===== src/rtl/register_file_mp.sv =====
// Multi-read-port register file with per-port write-to-read bypass, programmable
// SP/GP reset values and a sequenced bulk clear that restores one register per cycle.
module register_file_mp #(
   parameter int DATA_WIDTH = 32,
   parameter int ADDR_WIDTH = 5,
   parameter int NUM_READ   = 2,
   parameter int SP_INDEX   = 29,
   parameter int SP_INIT    = 51199,
   parameter int GP_INDEX   = 28,
   parameter int GP_INIT    = 6300
) (
   input  logic                           i_clk,
   input  logic                           i_rst,
   input  logic                           i_en,
   input  logic                           i_clr_start,
   input  logic                           i_reg_write,
   input  logic [ADDR_WIDTH-1:0]          i_write_reg,
   input  logic [DATA_WIDTH-1:0]          i_write_data,
   input  logic [NUM_READ*ADDR_WIDTH-1:0] i_read_addr,
   output logic [NUM_READ*DATA_WIDTH-1:0] o_read_data,
   output logic                           o_rd_valid,
   output logic                           o_busy
);
   localparam int DEPTH = 2**ADDR_WIDTH;

   typedef enum logic {S_IDLE, S_CLEAR} state_t;

   state_t                r_state, w_state_next;
   logic [ADDR_WIDTH-1:0] r_cnt, w_cnt_next;
   logic                  r_busy, w_busy_next;
   logic                  r_rd_valid, w_rd_valid_next;
   logic                  w_access, w_wr_en, w_clr_wr;
   logic [DATA_WIDTH-1:0] r_regs [DEPTH];

   function automatic logic [DATA_WIDTH-1:0] f_init(input logic [ADDR_WIDTH-1:0] idx);
      if (idx == ADDR_WIDTH'(SP_INDEX))      return DATA_WIDTH'(SP_INIT);
      else if (idx == ADDR_WIDTH'(GP_INDEX)) return DATA_WIDTH'(GP_INIT);
      else                                   return '0;
   endfunction

   always_comb begin
      w_state_next    = r_state;
      w_cnt_next      = r_cnt;
      w_busy_next     = r_busy;
      w_rd_valid_next = r_rd_valid;
      w_access        = 1'b0;
      w_clr_wr        = 1'b0;
      case (r_state)
         S_IDLE: begin
            // A clear request wins over any same-cycle access, enabled or not.
            if (i_clr_start) begin
               w_state_next    = S_CLEAR;
               w_cnt_next      = ADDR_WIDTH'(1);
               w_busy_next     = 1'b1;
               w_rd_valid_next = 1'b0;
            end else begin
               w_access        = i_en;
               w_rd_valid_next = i_en;
            end
         end
         S_CLEAR: begin
            w_clr_wr        = 1'b1;
            w_rd_valid_next = 1'b0;
            w_cnt_next      = r_cnt + 1'b1;
            if (r_cnt == '1) begin
               w_state_next = S_IDLE;
               w_busy_next  = 1'b0;
               w_cnt_next   = '0;
            end
         end
      endcase
   end

   assign w_wr_en = w_access && i_reg_write && (i_write_reg != '0);

   always_ff @(posedge i_clk or posedge i_rst) begin
      if (i_rst) begin
         r_state    <= S_IDLE;
         r_cnt      <= '0;
         r_busy     <= 1'b0;
         r_rd_valid <= 1'b0;
      end else begin
         r_state    <= w_state_next;
         r_cnt      <= w_cnt_next;
         r_busy     <= w_busy_next;
         r_rd_valid <= w_rd_valid_next;
      end
   end

   always_ff @(posedge i_clk or posedge i_rst) begin
      if (i_rst) begin
         for (int i = 0; i < DEPTH; i++) r_regs[i] <= f_init(ADDR_WIDTH'(i));
      end else if (w_clr_wr) begin
         r_regs[r_cnt] <= f_init(r_cnt);
      end else if (w_wr_en) begin
         r_regs[i_write_reg] <= i_write_data;
      end
   end

   genvar gi;
   generate
      for (gi = 0; gi < NUM_READ; gi++) begin : g_rd
         logic [ADDR_WIDTH-1:0] w_addr;
         logic [DATA_WIDTH-1:0] r_data;

         assign w_addr = i_read_addr[gi*ADDR_WIDTH +: ADDR_WIDTH];

         always_ff @(posedge i_clk or posedge i_rst) begin
            if (i_rst) begin
               r_data <= '0;
            end else if (w_access) begin
               if (w_addr == '0)                           r_data <= '0;
               else if (w_wr_en && (i_write_reg == w_addr)) r_data <= i_write_data;
               else                                         r_data <= r_regs[w_addr];
            end
         end

         assign o_read_data[gi*DATA_WIDTH +: DATA_WIDTH] = r_data;
      end
   endgenerate

   assign o_rd_valid = r_rd_valid;
   assign o_busy     = r_busy;

endmodule


===== config.mk =====
export PLATFORM = sky130hd
export DESIGN_NAME = register_file_mp
export DESIGN_NICKNAME = d
export VERILOG_FILES = /design/src/rtl/register_file_mp.sv
export SDC_FILE = /design/constraint.sdc
export NUM_CORES = 2
export LEC_CHECK = 0
export CAP_MARGIN = 20
export CORE_UTILIZATION = 40
export DETAILED_ROUTE_END_ITERATION = 7
export PLACE_DENSITY_LB_ADDON = 0.08
export SYNTH_ARGS = -nofsm -noshare
export SYNTH_HDL_FRONTEND = slang
export SYNTH_SLANG_ARGS = --single-unit

===== constraint.sdc =====
create_clock -name i_clk -period 36.5 [get_ports i_clk]
set_input_delay 5.475 -clock i_clk [delete_from_list [all_inputs] [get_ports i_clk]]
set_output_delay 5.475 -clock i_clk [all_outputs]
set_load 0.02 [all_outputs]

==> impl_metrics.yaml <==
yosys:
  synthTopCellsByArea: "dfrtp_1 45%, mux4_2 22%, o31ai_1 11%"
  synth_area_per_cell_um2: 11.83
  synth_nets: 5091
  netlist_instances: 5034
  async_reset_ff_share_pct: 100.0
  synth_edf_count: 0
  yosysMostFrequentCell: "nand2_1"
  synth.largest_area_cell: "dfrtp_1"
  yosys_warnings: 0
  yosysTopAreaCellShare_pct: 45.27
  yosys.cell_types.count: 52
  yosysSeqAreaShare_pct: 46.11
  synth_top_flop_cell: "dfrtp_1"
  synth_area_mm2: 0.05953
  ys_top_cells_by_count: "1159 x nand2_1, 1077 x dfrtp_1, 885 x o31ai_1"
  synth_seq_cells: 1096
route:
  routed_wl_um: 236600
  via_per_inst: 6.531
  drt_iter0_drc: 5245
  dr.pass1.iters: 6
  vias: 44840
  ant_nets: 0
  drc_errors: 0
  avgRoutedWirePerCell_um: 34.46
floorplanning:
  die_w_um: 387.8
  initial_core_util_pct: 40.31
  die_y_um: 387.8
  rows: 141
  ios: 118
  die-area_mm2: 0.1504
  core_area_mm2: 0.1477
grt:
  grt_pass1_wl_um: 338700
  grt_max_degree: 154
  grt-ovfl-total: 0
  use_met1_pct: 45.58
  grtUsageMet2_pct: 47.75
  grt_pass1_vias: 44010
  grt_use_total_pct: 31.54
  use_met3_pct: 6.432
  grt-busiest-layer: "met2"
  antenna_found_initial: 8
setup_path:
  worstPathArrival_ns: 9.67
  cp_top_family: "buffers and inverters"
  cp-start-kind: "primary input"
  startpoint: "i_read_addr[2]"
  endpoint_kind: "flip-flop"
  critPathKind: "primary input to flip-flop"
  crit_chain: "buf_8 > buf_4 > buf_4 > buf_4 > mux4_2 > a22oi_1 > nand2_1 > nand2_1 > o211ai_1"
  critPathRequiredTime_ns: 37.12
  critical_path_buf_inv_count: 4
  timing.rr.start: "r_state$_DFF_PP0_"
  r2r_cells: 8
  slowest_delay_ns: 0.91
  cp_num_cells: 9
  crit_slowest_cell: "buf_4"
  cp_common_cell: "buf_4"
  cp_max_fo: 69
timing:
  fin_crit_ns: 9.055
  fin_crit_sh_pct: 24.81
  relSlewSlack_pct: 22.01
  hold_viol: 0
  rsz0062_at_grt: "false"
  slew_viol_final: 0
  tightest_slew_ns: 1.170
  tns_ns: 0
  max_freq_ghz: 0.1104
  clock_skew_ns: 0.02235
  setup-violations-final: 0
clock_network:
  cts_hold_buf: 0
  cts-root-buf: "clkbuf_16"
  clkLatencyLatePin_ns: 0.77
  cts_buffer_depth: 3
  cts_resized: 0
  post-cts-setup-buffer-count: 0
  clk_pin_slew_worst_paths_ns: 0.06
  ctsHtreeMaxLevel: 4
  cts_sinks: 1096
  cts_buffers: 134
  cts_tree: "yes"
pwr:
  total_power_uw: 3048
  p_leak_uw: 0.02609
  powerDensity_mw_per_mm2: 46.24
  irDropWorstVdd_uv: 48.67
worst_hold_path:
  whs_path_depth: 2
  hold_start: "r_regs[411]$_DFFE_PP0P_"
  hold_path_class: "flip-flop to flip-flop"
place:
  gp_congestion: 0.8598
  io_buffers: 117
  dp_hpwl_um: 134900
  dp_cells: 6636
layout:
  fin_util_pct: 44.65
  drive_gt1_share_pct: 21.11
  final_cell_count_no_fill: 6866
  syn_to_final_growth_pct: 10.76
  nets: 4899
status:
  status: "finished, final reports clean"
run:
  maxCapViolCount: 0
==> tightest hold or removal path, cell delays in order (launching register included) <==
cell     delay (ns)
dfrtp_1        0.35
nand2_1        0.05
o31ai_1        0.05
==> layout by cell type, fill, tap and decap left out, types with 8 or more instances in the layout <==
master           instances
nand2_1               1130
dfrtp_1               1076
o31ai_1                885
mux4_2                 576
buf_4                  155
clkbuf_16              139
a22oi_1                128
clkdlybuf4s50_1        109
inv_1                   68
a22o_1                  64
o21ai_0                 63
nor2_1                  55
nand3_1                 49
and2_1                  40
clkbuf_1                37
nand2b_1                34
a21oi_1                 32
o221ai_1                32
o211ai_1                32
nand2_2                 27
a32oi_4                 26
clkbuf_8                24
dfstp_2                 19
clkinv_2                13
xnor2_1                 10
nor2b_1                 10
bufinv_16                8
==> power breakdown <==
| part | internal, uW | leakage (uW) | switching (uW) |
|---|---|---|---|
| clock | 798 | 0.00211 | 544 |
| sequential | 1230 | 0.0152 | 24.2 |
| combinational | 91.7 | 0.00876 | 358 |
| total | 2120 | 0.0261 | 927 |
==> metrics by stage <==
step	area, um2	worst slack, ns	hold slack, ns
2_1_floorplan	59530	0.1986	0.4515
3_3_place_gp	61610	26.58	0.4705
3_5_place_dp	61630	26.56	0.4774
4_1_cts	65920	27.40	0.4911
5_1_grt	65920	26.96	0.5071
6_report	65930	27.45	0.4876
==> registers in the layout, indices dropped and copies added (netlist names) <==
| name | count |
|---|---|
| r_regs | 1024 |
| g_rd.r_data | 64 |
| r_cnt | 5 |
| o_busy | 1 |
| o_rd_valid | 1 |
| r_state | 1 |
==> area by class of cell <==
| class | instances | area (um2) |
|---|---|---|
| Fill cell | 13610 | 81730 |
| Multi-Input combinational cell | 3268 | 29090 |
| Sequential cell | 1096 | 27450 |
| Clock buffer | 200 | 3948 |
| Timing Repair Buffer | 273 | 2415 |
| Tap cell | 1930 | 2415 |
| Clock inverter | 25 | 339.1 |
| Inverter | 69 | 266.5 |
| Antenna cell | 5 | 12.51 |
==> cell families after synthesis <==
group / count (synthesis) / synth area share (%)
AND/OR/NAND/NOR: 1394 / 9.543
AO/OA/AOI/OAI: 1278 / 16.80
flip-flops: 1096 / 46.11
buffers and inverters: 670 / 5.417
multiplexers: 581 / 21.88
XOR/XNOR: 10 / 0.1471
adder cells (fa/ha/maj): 5 / 0.1051
==> layer usage <==
metal,wire [um],part of all wire [%]
met5,27,0.011
met3,19570,8.3
met2,107000,45
met1,102800,43
met4,7166,3.0
==> path summary, 6_finish.rpt <==
kind                                                  end  slack [ns]
setup / recovery           g_rd[0].r_data[12]$_DFFE_PP0N_       27.45
hold / removal                    r_regs[411]$_DFFE_PP0P_        0.49
setup reg to reg                  r_regs[986]$_DFFE_PP0P_       32.55
hold reg to reg                   r_regs[411]$_DFFE_PP0P_        0.49
max in group asynchronous         r_regs[910]$_DFFE_PP0P_       27.61
min in group asynchronous         r_regs[133]$_DFFE_PP0P_        5.22
(Power assumes the default switching activity.)
